[config.mk]
export PLATFORM = sky130hd
export DESIGN_NAME = apb_exe_master
export DESIGN_NICKNAME = d
export VERILOG_FILES = /design/src/rtl/apb_exe_master.sv
export SDC_FILE = /design/constraint.sdc
export NUM_CORES = 1
export LEC_CHECK = 0
export ABC_CLOCK_PERIOD_IN_PS = 2600
export CAP_MARGIN = 0
export CORE_MARGIN = 1
export CORE_UTILIZATION = 48
export CTS_CLUSTER_DIAMETER = 80
export DETAILED_ROUTE_END_ITERATION = 10
export GPL_ROUTABILITY_DRIVEN = 0
export PLACE_DENSITY_LB_ADDON = 0.08
export SKIP_LAST_GASP = 1
export SYNTH_ARGS = -nofsm -noshare
export SYNTH_HDL_FRONTEND = slang
export SYNTH_SLANG_ARGS = --single-unit
[constraint.sdc]
create_clock -name i_clk -period 2.6 [get_ports i_clk]
set_input_delay 0.39 -clock i_clk [delete_from_list [all_inputs] [get_ports i_clk]]
set_output_delay 0.39 -clock i_clk [all_outputs]
set_load 0.05 [all_outputs]
[src/rtl/apb_exe_master.sv]
// APB requester for the execution-unit register front-end.
// Each start runs a fixed sequence: write A, B and OPER, then read RESULT and STATUS.
//   state  | meaning
//   IDLE   | waiting for i_start, no APB activity
//   SETUP  | APB setup phase of the current transfer
//   ACCESS | APB access phase, waiting for pready or timeout
//   DONE   | one-cycle completion pulse
module apb_exe_master #(
    parameter int MBIT    = 4,
    parameter int NBIT    = 2,
    parameter int AW      = 8,
    parameter int DW      = 8,
    parameter int TIMEOUT = 16
) (
    input  logic            i_clk,
    input  logic            i_rsn,
    input  logic            i_start,
    input  logic [MBIT-1:0] i_argA,
    input  logic [MBIT-1:0] i_argB,
    input  logic [NBIT-1:0] i_oper,
    output logic            o_busy,
    output logic            o_done,
    output logic [1:0]      o_err,
    output logic [MBIT-1:0] o_result,
    output logic [3:0]      o_status,
    output logic [AW-1:0]   o_paddr,
    output logic            o_psel,
    output logic            o_penable,
    output logic            o_pwrite,
    output logic [DW-1:0]   o_pwdata,
    input  logic [DW-1:0]   i_prdata,
    input  logic            i_pready,
    input  logic            i_pslverr
);

    localparam int CW = $clog2(TIMEOUT);

    typedef enum logic [1:0] {IDLE, SETUP, ACCESS, DONE} state_t;

    state_t          state;
    logic [2:0]      idx;
    logic [CW-1:0]   wait_cnt;
    logic [MBIT-1:0] arg_a;
    logic [MBIT-1:0] arg_b;
    logic [NBIT-1:0] oper;
    logic [2:0]      idx_next;

    // Upper read-data bits beyond the result/status fields carry no meaning.
    logic unused_prdata;
    assign unused_prdata = ^i_prdata;

    assign idx_next = idx + 3'd1;

    function automatic logic [AW-1:0] xfer_addr(input logic [2:0] i);
        return AW'({i, 2'b00});
    endfunction

    function automatic logic [DW-1:0] xfer_wdata(input logic [2:0] i,
                                                 input logic [MBIT-1:0] a,
                                                 input logic [MBIT-1:0] b,
                                                 input logic [NBIT-1:0] op);
        case (i)
            3'd0:    return DW'(a);
            3'd1:    return DW'(b);
            3'd2:    return DW'(op);
            default: return '0;
        endcase
    endfunction

    always_ff @(posedge i_clk or negedge i_rsn) begin
        if (!i_rsn) begin
            state     <= IDLE;
            idx       <= '0;
            wait_cnt  <= '0;
            arg_a     <= '0;
            arg_b     <= '0;
            oper      <= '0;
            o_busy    <= 1'b0;
            o_done    <= 1'b0;
            o_err     <= 2'b00;
            o_result  <= '0;
            o_status  <= '0;
            o_paddr   <= '0;
            o_psel    <= 1'b0;
            o_penable <= 1'b0;
            o_pwrite  <= 1'b0;
            o_pwdata  <= '0;
        end else begin
            case (state)
                IDLE: begin
                    o_done <= 1'b0;
                    if (i_start) begin
                        arg_a     <= i_argA;
                        arg_b     <= i_argB;
                        oper      <= i_oper;
                        idx       <= 3'd0;
                        o_busy    <= 1'b1;
                        o_err     <= 2'b00;
                        o_psel    <= 1'b1;
                        o_penable <= 1'b0;
                        o_paddr   <= xfer_addr(3'd0);
                        o_pwrite  <= 1'b1;
                        o_pwdata  <= xfer_wdata(3'd0, i_argA, i_argB, i_oper);
                        state     <= SETUP;
                    end
                end
                SETUP: begin
                    // Down-counter: terminal count 0 marks the last allowed wait cycle.
                    wait_cnt  <= CW'(TIMEOUT - 1);
                    o_penable <= 1'b1;
                    state     <= ACCESS;
                end
                ACCESS: begin
                    if (i_pready) begin
                        if (i_pslverr) begin
                            o_err     <= 2'b01;
                            o_psel    <= 1'b0;
                            o_penable <= 1'b0;
                            o_done    <= 1'b1;
                            state     <= DONE;
                        end else begin
                            if (idx == 3'd3) o_result <= i_prdata[MBIT-1:0];
                            if (idx == 3'd4) o_status <= i_prdata[3:0];
                            if (idx == 3'd4) begin
                                o_err     <= 2'b00;
                                o_psel    <= 1'b0;
                                o_penable <= 1'b0;
                                o_done    <= 1'b1;
                                state     <= DONE;
                            end else begin
                                idx       <= idx_next;
                                o_penable <= 1'b0;
                                o_paddr   <= xfer_addr(idx_next);
                                o_pwrite  <= (idx_next < 3'd3);
                                o_pwdata  <= xfer_wdata(idx_next, arg_a, arg_b, oper);
                                state     <= SETUP;
                            end
                        end
                    end else if (wait_cnt == '0) begin
                        o_err     <= 2'b10;
                        o_psel    <= 1'b0;
                        o_penable <= 1'b0;
                        o_done    <= 1'b1;
                        state     <= DONE;
                    end else begin
                        wait_cnt <= wait_cnt - 1'b1;
                    end
                end
                DONE: begin
                    o_done <= 1'b0;
                    o_busy <= 1'b0;
                    state  <= IDLE;
                end
                default: state <= IDLE;
            endcase
        end
    end

endmodule
==> flow_summary.toml <==
[outcome]
status = "complete, no violations"

[global_route]
use_met1 = 0.2323
grt_use_met2 = 0.3584
use_met3 = 0.04167
track_usage = 0.2025
grt_pass1_vias = 1466
overflow = 0
antenna_found_initial = 0
busiest_layer = "met2"
grt_pass1_wl_um = 6486
grt_max_degree = 39

[routing]
drtIter0Drc = 35
wl_per_cell_um = 14.51
drtPass1Iterations = 4
drt-total-wl_um = 3845
vias_per_cell = 5.351
vias = 1418
drc = 0
drtAntennaViolNets = 0

[synthesis]
syn_avg_cell_area_sq_um = 11.45
syn_inst = 170
synth_top_area_share = 0.4884
syn_area_sq_um = 1947
yosysUniqueCellTypes = 37
yosysSeqAreaShare = 0.4884
synthTopCellsByCount = "dfrtp_1 (38), mux2_2 (19), nand2_1 (13)"
synth_top_cell_by_area = "dfrtp_1"
yosys_warnings = 0
ys.flop_type = "dfrtp_1"
async_reset_ff_frac = 1.000
synth_edf_count = 0
yosysMostFrequentCell = "dfrtp_1"
synthTopCellsByArea = "dfrtp_1 (49%), mux2_2 (11%), ha_1 (7.7%)"
synth-seq-cells = 38

[pwr]
leakagePower_uw = 0.001083
max-vdd-ir-drop_uv = 548.8
p_per_area_nw_per_um2 = 1213
finalPower_uw = 2974

[sta]
period_share = 0.8061
fin_tns_setup_ns = 0
maxSlewHeadroom = 0.4468
whs_ns = 0.2017
clock.fmax_mhz = 477.1
hold_viol_final = 0
setup_violations = 0
finalCriticalPeriod_ns = 2.096
worst_pin_slew_ns = 0.8298
clock_skew_ns = 0.006755
drv_slew = 0
grt_setup_unrepaired = "no"

[worst_setup_path]
cpMaxStageDelayCell = "dfrtp_1"
startpoint = "state[0]"
start_kind = "flip-flop"
worst-path-buf-inv = 2
max_stage_delay_ns = 0.41
critPathCaptureType = "flip-flop"
r2r_end = "o_pwdata[2]"
r2r_cells = 7
path_max_fanout = 9
critPathKind = "reg -> reg"
crit_required_ns = 2.77
arrival_ns = 2.26
crit_top_cell = "nand2_1"
rrSetupSlack_ns = 0.50
r2r_start = "state[0]"
cp_top_family = "simple AND/OR/NAND/NOR gates"
path_cells = "inv_1 -> ha_1 -> nand2_1 -> buf_4 -> o21ai_1 -> nand2_1 -> mux2_2"

[final_layout]
fillCellCount = 292
syn2layout_area_growth_pct = 25.90
drive_above_1_share = 0.1659
layout.nets = 252
fin_util = 0.6500
finalInstanceArea_sq_um = 2451
diodes = 0

[placement]
hpwl_um = 2878
place_area_sq_um = 2375
numPortBuffers = 40

[floorplan]
die_w_um = 65.69
die-area_sq_um = 4315
coreArea_sq_um = 3771
die_h_um = 65.69
io_pins = 54
initial_core_util = 0.5163
fp-row-count = 22

[worst_hold_path]
hp-class = "in -> async"

[clock_network]
cts_tree = "built"
path_clk_slew_ns = 0.07
cts_root_buf = "clkbuf_8"
cts.sinks = 38
cts_max_level = 2
cts-buffers-inserted = 5
clockBufferDepth = 2
cts_hold_buffers = 0
clk_latency_ns = 0.28
cts_setup_buffers = 0
cts_resized = 0

[flow_run]
max_cap_viol_count = 0
[routing by layer]
metal,up-vias,share of wire
li1,675,-
met5,-,0
met1,704,0.43
met4,0,0.019
met2,33,0.52
met3,6,0.034
[logic make-up after synthesis]
group                      Yosys count  share of synthesized area
AOI/OAI and AO/OA                   39                     0.1375
xor gates and xnor gates             1                   0.004500
adders and majority gates           12                    0.07712
buffers and inverters               23                    0.06619
DFF                                 38                     0.4884
muxes                               25                     0.1440
other                                1                   0.001926
and+or+nand+nor                     31                    0.08034
[power by group]
part	leakage [uW]	internal, uW	switching (uW)	total (uW)
Combinational	0.000581	641	980	1620
Sequential	0.000463	829	151	980
Clock	0.0000383	185	189	374
Total	0.00108	1650	1320	2970
[cells in the final DEF, fill, tap and decap left out, drive strengths merged, types with 3 or more instances in the layout]
master         Yosys  layout
a21oi              9       9
a31oi              3       3
dfrtp             38      38
clkdlybuf4s50      0      39
buf               12       5
clkbuf             0       7
nand3              3       3
nand2             13      13
nor2b              3       3
nor3               5       5
nor2               4       4
o21ai              9       9
inv               11      11
ha                12      12
a32oi              4       4
mux2              24      24
conb               1       9
[stage by stage]
step,setup WS [ns],std cells
after floorplan,0.6314,178
after global placement,0.4309,258
after detailed placement,0.3752,258
after CTS,0.5067,265
after global routing,0.2859,265
final,0.5040,265
[sequential cells by signal (all words and copies together) (netlist names)]
signal	flops
o_paddr	3
o_result	4
wait_cnt	4
o_done	1
o_busy	1
o_pwdata	4
arg_b	4
o_pwrite	1
o_status	4
o_err	2
arg_a	4
state	2
o_penable	1
oper	2
o_psel	1
[worst register-to-register path: stages (launching register included)]
cell and delay [ns]:
dfrtp_1 0.41, inv_1 0.10, ha_1 0.27, nand2_1 0.23, buf_4 0.23, o21ai_1 0.15
nand2_1 0.23, mux2_2 0.37
[worst max path at each step]
stage                  end  slack (ns)  depth (start not counted)
2_1_floorplan  o_status[0]        0.63                          5
3_3_place_gp   o_pwdata[2]        0.43                          6
3_5_place_dp   o_pwdata[2]        0.38                          6
4_1_cts        o_pwdata[2]        0.51                          7
5_1_grt        o_pwdata[3]        0.29                          7
6_report       o_pwdata[2]        0.50                          7
[final cells by class]
| class | count | area (sq um) | area share |
|---|---|---|---|
| Tap cell | 48 | 60.06 | 0.02450 |
| Inverter | 11 | 41.29 | 0.01685 |
| Timing Repair Buffer | 44 | 425.4 | 0.1736 |
| Sequential cell | 38 | 950.9 | 0.3880 |
| Clock buffer | 7 | 76.32 | 0.03114 |
| Multi-Input combinational cell | 117 | 897.1 | 0.3660 |
Note: power is estimated with default switching activity, not from simulation.
